--- config.mk ---
export PLATFORM = sky130hd
export DESIGN_NAME = led_pattern_seq
export DESIGN_NICKNAME = d
export VERILOG_FILES = /design/src/rtl/led_pattern_seq.sv
export SDC_FILE = /design/constraint.sdc
export NUM_CORES = 1
export LEC_CHECK = 0
export CAP_MARGIN = 20
export CORE_ASPECT_RATIO = 1.25
export CORE_MARGIN = 10
export CORE_UTILIZATION = 45
export CTS_CLUSTER_DIAMETER = 150
export DETAILED_ROUTE_END_ITERATION = 10
export PLACE_DENSITY = 0.68
export RECOVER_POWER = 50
export SLEW_MARGIN = 10
export SYNTH_ARGS = -nofsm -noshare
export SYNTH_HDL_FRONTEND = slang
export SYNTH_SLANG_ARGS = --single-unit
--- constraint.sdc ---
create_clock -name clk -period 1.68 [get_ports clk]
set_input_delay 0.504 -clock clk [delete_from_list [all_inputs] [get_ports clk]]
set_output_delay 0.504 -clock clk [all_outputs]
set_load 0.01 [all_outputs]
--- src/rtl/led_pattern_seq.sv ---
`default_nettype none
// ============================================================================
// Module   : led_pattern_seq
// Brief    : Steps a switch-selected LED animation once per slow-wave period,
//            with the slow wave sampled as data on the system clock.
// Revision : 1.0 - initial release
// ============================================================================
module led_pattern_seq #(
    parameter int WIDTH = 8
) (
    input  logic             clk,
    input  logic             rst,
    input  logic             slow_in,
    input  logic [2:0]       sw_mode,
    input  logic             sw_pause,
    output logic [WIDTH-1:0] led,
    output logic             step
);

    localparam logic [2:0] c_MODE_OFF    = 3'd0;
    localparam logic [2:0] c_MODE_SHL    = 3'd1;
    localparam logic [2:0] c_MODE_SHR    = 3'd2;
    localparam logic [2:0] c_MODE_BOUNCE = 3'd3;
    localparam logic [2:0] c_MODE_COUNT  = 3'd4;
    localparam logic [2:0] c_MODE_BLINK  = 3'd5;
    localparam logic [2:0] c_MODE_ALT    = 3'd6;
    localparam logic [2:0] c_MODE_FILL   = 3'd7;

    localparam logic c_DIR_LEFT  = 1'b0;
    localparam logic c_DIR_RIGHT = 1'b1;

    localparam logic [WIDTH-1:0] c_ZERO = '0;
    localparam logic [WIDTH-1:0] c_ONE  = {{(WIDTH-1){1'b0}}, 1'b1};
    localparam logic [WIDTH-1:0] c_MSB  = {1'b1, {(WIDTH-1){1'b0}}};
    localparam logic [WIDTH-1:0] c_ALL  = '1;

    logic             r_s1, r_s2, r_s3;
    logic [2:0]       r_mode_m, r_mode_s;
    logic             r_pause_m, r_pause_s;
    logic [2:0]       r_mode_q;
    logic             r_dir;
    logic [WIDTH-1:0] r_led;
    logic             r_step;

    logic             w_step_raw;
    logic [WIDTH-1:0] w_alt_seed;
    logic [WIDTH-1:0] w_seed;
    logic [WIDTH-1:0] w_next;
    logic             w_next_dir;

    // Even bit positions lit: 0x55 at the default width.
    for (genvar i = 0; i < WIDTH; i++) begin : g_alt_seed
        assign w_alt_seed[i] = ((i % 2) == 0) ? 1'b1 : 1'b0;
    end

    assign w_step_raw = r_s2 & ~r_s3;

    always_ff @(posedge clk) begin
        if (rst) begin
            r_s1      <= 1'b0;
            r_s2      <= 1'b0;
            r_s3      <= 1'b0;
            r_mode_m  <= 3'd0;
            r_mode_s  <= 3'd0;
            r_pause_m <= 1'b0;
            r_pause_s <= 1'b0;
        end else begin
            r_s1      <= slow_in;
            r_s2      <= r_s1;
            r_s3      <= r_s2;
            r_mode_m  <= sw_mode;
            r_mode_s  <= r_mode_m;
            r_pause_m <= sw_pause;
            r_pause_s <= r_pause_m;
        end
    end

    always_comb begin
        w_seed = c_ZERO;
        case (r_mode_s)
            c_MODE_SHL:    w_seed = c_ONE;
            c_MODE_SHR:    w_seed = c_MSB;
            c_MODE_BOUNCE: w_seed = c_ONE;
            c_MODE_ALT:    w_seed = w_alt_seed;
            default:       w_seed = c_ZERO;
        endcase
    end

    always_comb begin
        w_next     = r_led;
        w_next_dir = r_dir;
        case (r_mode_q)
            c_MODE_OFF:   w_next = c_ZERO;
            c_MODE_SHL:   w_next = {r_led[WIDTH-2:0], r_led[WIDTH-1]};
            c_MODE_SHR:   w_next = {r_led[0], r_led[WIDTH-1:1]};
            c_MODE_BOUNCE: begin
                // Turn around on the end LEDs so each end is lit once per pass.
                if (r_led == c_MSB) begin
                    w_next     = r_led >> 1;
                    w_next_dir = c_DIR_RIGHT;
                end else if ((r_led == c_ONE) && (r_dir == c_DIR_RIGHT)) begin
                    w_next     = r_led << 1;
                    w_next_dir = c_DIR_LEFT;
                end else if (r_dir == c_DIR_LEFT) begin
                    w_next = r_led << 1;
                end else begin
                    w_next = r_led >> 1;
                end
            end
            c_MODE_COUNT: w_next = r_led + c_ONE;
            c_MODE_BLINK: w_next = ~r_led;
            c_MODE_ALT:   w_next = ~r_led;
            c_MODE_FILL:  w_next = (r_led == c_ALL) ? c_ZERO : {r_led[WIDTH-2:0], 1'b1};
            default:      w_next = r_led;
        endcase
    end

    always_ff @(posedge clk) begin
        if (rst) begin
            r_mode_q <= c_MODE_OFF;
            r_dir    <= c_DIR_LEFT;
            r_led    <= c_ZERO;
            r_step   <= 1'b0;
        end else if (r_mode_s != r_mode_q) begin
            // A step landing on a reload is dropped so the new seed is shown.
            r_mode_q <= r_mode_s;
            r_dir    <= c_DIR_LEFT;
            r_led    <= w_seed;
            r_step   <= 1'b0;
        end else if (w_step_raw && !r_pause_s) begin
            r_dir    <= w_next_dir;
            r_led    <= w_next;
            r_step   <= 1'b1;
        end else begin
            r_step   <= 1'b0;
        end
    end

    assign led  = r_led;
    assign step = r_step;

endmodule
`default_nettype wire

; ---- After elaboration in Yosys (flattened, before gate mapping)
; Index checks and enable logic that the tools add are counted.
[word_totals]
reg_bits = 24
input_bits = 7
output_inout_bits = 9
wordCells = 51
[classes]
addsub = 1
n_eq_ne = 15
muxes = 11
bitwise = 3
n_reduce_logical = 10
[op_table]
columns = op, n
row1 = $pmux W8 S7, 1
row2 = $mux W8, 6
row3 = $pmux W8 S3, 1
row4 = $eq A8 B8 Y1 const B, 2
row5 = $eq A3 B3 Y1 const B, 5
row6 = $eq A3 B2 Y1 const B, 4
row7 = $add A8 B1 Y8 const B, 1
row8 = $eq A8 B1 Y1 const B, 1
row9 = $not A8 Y8, 1
row10 = $eq A3 B1 Y1 const B, 2
row11 = $reduce_or A2 Y1, 3
row12 = $reduce_bool A2 Y1, 2
row13 = $logic_not A3 Y1, 1
row14 = $mux W1, 3
row15 = $ne A3 B3 Y1, 1
row16 = $reduce_and A3 Y1, 1
row17 = $logic_and A1 B1 Y1, 2
row18 = $and A1 B1 Y1, 1
row19 = $logic_not A1 Y1, 1
row20 = $not A1 Y1, 1

; ---- Longest topological paths before layout
[depth]
ltp_word = 7
ltp_mapped = 7
ltp_nobuf = 6

; ---- Worst setup path after synthesis
; Ideal clock, no wire load.
[synth_path]
path_kind = register -> register
start = reg r_led[1], in the netlist led[1]
end = reg r_led[7], in the netlist led[7]
setup_time_ns = 0.133
arrival_time_ns = 1.707
t_required_ns = 1.547
path_slack_ns = -0.159
stages_incl_launch_ff = 7
n_path_buf = 0
period_less_slack_ns = 1.839
cell_sequence = dfxtp_1 > ha_1 > nand4_2 > o2111ai_2 > o211ai_2 > a2111oi_2 > nor4_2
[synth_between]
elab_chain_cells = 7
elab_cells_between_ends = 11
cone_classes = add/sub (1) / eq/ne (3) / mux (6) / reduce/logical (1)
[synth_lines]
columns = item, line
row1 = start: declaration, 42  ; logic [WIDTH-1:0] r_led;
row2 = start signal: assignment, 122  ; r_led <= c_ZERO;
row3 = start signal: assignment, 128  ; r_led <= w_seed;
row4 = start signal: assignment, 132  ; r_led <= w_next;
row5 = branches (longest 4 deep; another with $add A8 B1 Y8), n/a
row6 = $pmux W8 S7 *, 92  ; case (r_mode_q)
row7 = $mux W8 *, 130  ; end else if (w_step_raw && !r_pause_s) begin
row8 = $mux W8 *, 124  ; end else if (r_mode_s != r_mode_q) begin
; Every way passes the cells marked *. The select of a mux whose other input is x is not followed.
; A chain may end at the register's enable or synchronous reset.

; ---- Final worst setup path
; Ends and elaborated chain as after synthesis.

==> impl_results.md <==
* H-tree depth at 1
* Pwr dens at between 600 and 700 mW/mm2
* CP Launch Type: register
* Hold path startpoint: r_mode_m[0]$_SDFF_PP0_
* GPL Wtd Cong at approximately 0.93
* Sequential power share at 42.3%
* Crit path DAT at between 1.5 and 2 ns
* Share of the synthesized area in the top cell type at a little under a third
* Netlist Area Pre-Place at around 0.0016 mm2
* Final Routed Wirelength at ~4600 um
* Post-route worst setup slack at about 0.022 ns
* Vias in the first global route at 1671
* CP Buf/Inv Count at 1
* Final Hold Vio Count at 0
* Post-detailed-route wirelength per cell at between 15 and 20 um
* Status: finished clean
* Register area share after synthesis at a little under a third
* Cts hold-fix bufs at 0
* Via count at about 1600
* GRT Residual Overflow at 0
* Mapped Nets at slightly below 200
* Post-synth top flop: dfxtp_1
* Int Pwr at around 1.1 mW
* Crit end category: register
* Placed wire-length estimate at 3440 um
* Die Width at approximately 73 um
* DRC Markers at 0
* Slowest-stage cell, CP: dfxtp_2
* Tot Pwr at 1.47 mW
* Starting Density at 47.7%
* Minimum clock period at between 1.5 and 2 ns
* FP Rows at 23
* Sw Ratio at about 27%
* # Max-Cap Violations at 0
* Psw at about 0.40 mW
* Clk slew on worst S/H paths at roughly 0.090 ns
* Place WS at -0.146 ns
* Clock Tree Root: clkbuf_8
* CP top delay family: compound AO/OA/AOI/OAI gates
* CTS tree: done
* Die H at 85.7 um
* DRT Pass-1 Iters at 4
* Yosys warnings at 0
* 1st-iter DRT viols at approximately 130
* Final nets at between 200 and 250
* Area after DPL at approximately 0.0019 mm2
* Yosys top cell by area: dfxtp_1
* CP max stage delay at between 0.3 and 0.4 ns
* Fillers at 287
* FF+latch count, synth at 24
* FMAX at ~600 MHz
* N_diodes at 0
* Critical Path, Cell by Cell: inv_1, ha_1, a41oi_2, o211ai_4, a2111oi_2, nor4_2
* EDFF count, synth at 0
* Synth-to-layout area growth at 35.9%
* Seq. cell area at between 500 and 600 um2
* Design area at roughly 0.0021 mm2
* Final Core Density at between 60% and 70%
* Slew Viols, Final at 0
* Period utilization at 98.7%
* First-pass GRT wire length at just under 8000 um
* I/O Buffers at 15
* Clock share of power at 35.3%
* CP Data Required Time at about 1.8 ns
* Post-Syn Area per Cell at a little over 8 um2
* Clock Sinks at 24
* Slew @ Worst Pin at ~0.53 ns
* Hold Crit Class: reg2reg
* CP Max Fanout at 6
* FFs w/ async S/R, synth at 0%
* Synth area leaders: dfxtp_1 31%, nor2b_1 6.5%, a21oi_1 3.9%
* Initial antenna violation count at 0
* Worst skew pair latency at 0.28 ns
* Worst vdd ir at slightly below 0.0006 V
* Footprint of the multi-input gates at around 0.0010 mm2
* Clock Skew at just over 0.002 ns
* DR vias/cell at roughly 6.1
* CP Class: reg2reg
* Syn Inst Count at between 150 and 200
* RSZ-0062 raised after global routing: true
* Max transition margin at between 60% and 70%
* Netlist cell types at between 50 and 60
* # setup viols final at 0
* Critical path startpoint: led[1]$_SDFFE_PP0P_
* Ports at 16
* DIE AREA at just over 0.006 mm2
* Largest net degree at the start of global routing at 16
* Ratio of cells with drive above 1 in the final layout at around a third
* GRT Total Usage at ~15%
* Number of buffers created by CTS at 3
* Core Area at 0.00325 mm2
* Detail Route Antenna Nets at 0
* Reg2reg start: led[1]$_SDFFE_PP0P_
* Combinational power share at 22.4%
* Clock Tree Buf Depth at 2
* Leak pwr at 0.869 nW
* Min Hold Slack at ~0.45 ns
[cells by family (layout without fill, tap and decap cells)]
kind of cell	count (synthesis)	in the layout	synth area share (%)
buffers and inverters	23	63	7.66
muxes	2	2	1.29
DFF	24	24	31.0
AOI/OAI and AO/OA	51	51	25.2
xor gates and xnor gates	5	5	2.82
adders and majority gates	3	3	2.42
and+or+nand+nor	79	79	29.7
[repair_timing]
action                                  in CTS  in global routing
buffers inserted                             1                  0
pin swaps                                    2                  3
endpoints found under the setup margin      17                  9
hold endpoints to repair                     0                  0
resized for setup                           25                 12
gates cloned                                 0                  0
[registers in the layout (all words and copies together) (netlist names)]
signal	flops
led	8
r_dir	1
r_mode_m	3
r_mode_q	3
r_mode_s	3
r_pause_m	1
r_pause_s	1
r_s1	1
r_s2	1
r_s3	1
step	1
[stage by stage]
| stage | setup TNS [ns] | cells |
|---|---|---|
| floorplan | 0 | 187 |
| global placement | -0.0974 | 259 |
| detailed placement | -0.643 | 259 |
| CTS | 0 | 264 |
| global route | -0.130 | 264 |
| finish | 0 | 264 |
[power by group through the flow]
stage / Clock [mW] / Combinational, mW / Sequential [mW]
6_report: 0.519 / 0.329 / 0.621
5_1_grt: 0.541 / 0.359 / 0.625
4_1_cts: 0.515 / 0.318 / 0.624
3_5_place_dp: 0 / 0.314 / 0.637
3_3_place_gp: 0 / 0.308 / 0.636
2_1_floorplan: 0 / 0.187 / 0.627
[cell type report]
type / count / share of cell area (%)
Tap cell: 37 / 2.20
Sequential cell: 24 / 24.2
Timing Repair Buffer: 51 / 19.5
Inverter: 8 / 1.42
Clock buffer: 3 / 1.96
Clock inverter: 1 / 1.42
Multi-Input combinational cell: 140 / 49.4
[cell usage after synthesis, types with 2 or more instances]
library cell / number
a2111oi_2: 2
a211oi_1: 3
a21oi_1: 12
a221oi_1: 3
a311oi_1: 3
a31o_2: 2
a31oi_1: 4
and2_1: 2
and3_1: 3
buf_2: 7
buf_4: 2
buf_6: 2
clkbuf_1: 3
dfxtp_1: 24
ha_1: 3
inv_1: 8
mux2i_1: 2
nand2_1: 10
nand2b_1: 3
nand3_1: 6
nand3b_1: 2
nand4_1: 2
nand4_2: 2
nor2_1: 16
nor2b_1: 16
nor3_1: 5
nor3_2: 2
o211ai_1: 2
o21ai_0: 6
xnor2_1: 5
[final timing paths]
| check | to | slack [ns] | cells past startpoint |
|---|---|---|---|
| worst max register to register | led[7]$_SDFFE_PP0P_ | 0.02 | 6 |
| worst min register to register | r_mode_s[0]$_SDFF_PP0_ | 0.45 | 1 |
| worst min-delay path | r_mode_s[0]$_SDFF_PP0_ | 0.45 | 1 |
| worst max-delay path | led[7]$_SDFFE_PP0P_ | 0.02 | 6 |
[per-layer routing]
layer / share of wire (%) / wire length [um] / GRT usage, %
met1: 39 / 1820 / 16.7
met2: 52 / 2390 / 26.7
met3: 5.9 / 274 / 3.00
met5: 0 / 0 / 0
met4: 2.8 / 131 / 7.61
[worst register-to-register path: cells and delay by family, from the launching register on]
family	cells	cell delay (ns)
compound gates	3	0.81
fa+ha+maj	1	0.21
buf+inv	1	0.08
flops	1	0.37
simple gates	1	0.08
[layout by cell type (no fill, tap or decap), types with 3 or more instances in the layout]
cell | netlist | layout
a221oi_1 | 3 | 3
buf_4 | 2 | 34
a21oi_1 | 12 | 11
nor3_1 | 5 | 5
a211oi_1 | 3 | 3
dfxtp_1 | 24 | 13
nand2_1 | 10 | 9
dfxtp_4 | 0 | 6
dfxtp_2 | 0 | 5
a311oi_1 | 3 | 3
xnor2_1 | 5 | 3
nor2_1 | 16 | 15
nor2b_1 | 16 | 16
clkbuf_8 | 0 | 3
clkdlybuf4s50_1 | 0 | 6
dlygate4sd2_1 | 0 | 8
a31oi_1 | 4 | 4
nand2b_1 | 3 | 3
o21ai_0 | 6 | 5
inv_1 | 8 | 8
nand3_1 | 6 | 6
Note: power is estimated with default switching activity, not from simulation.
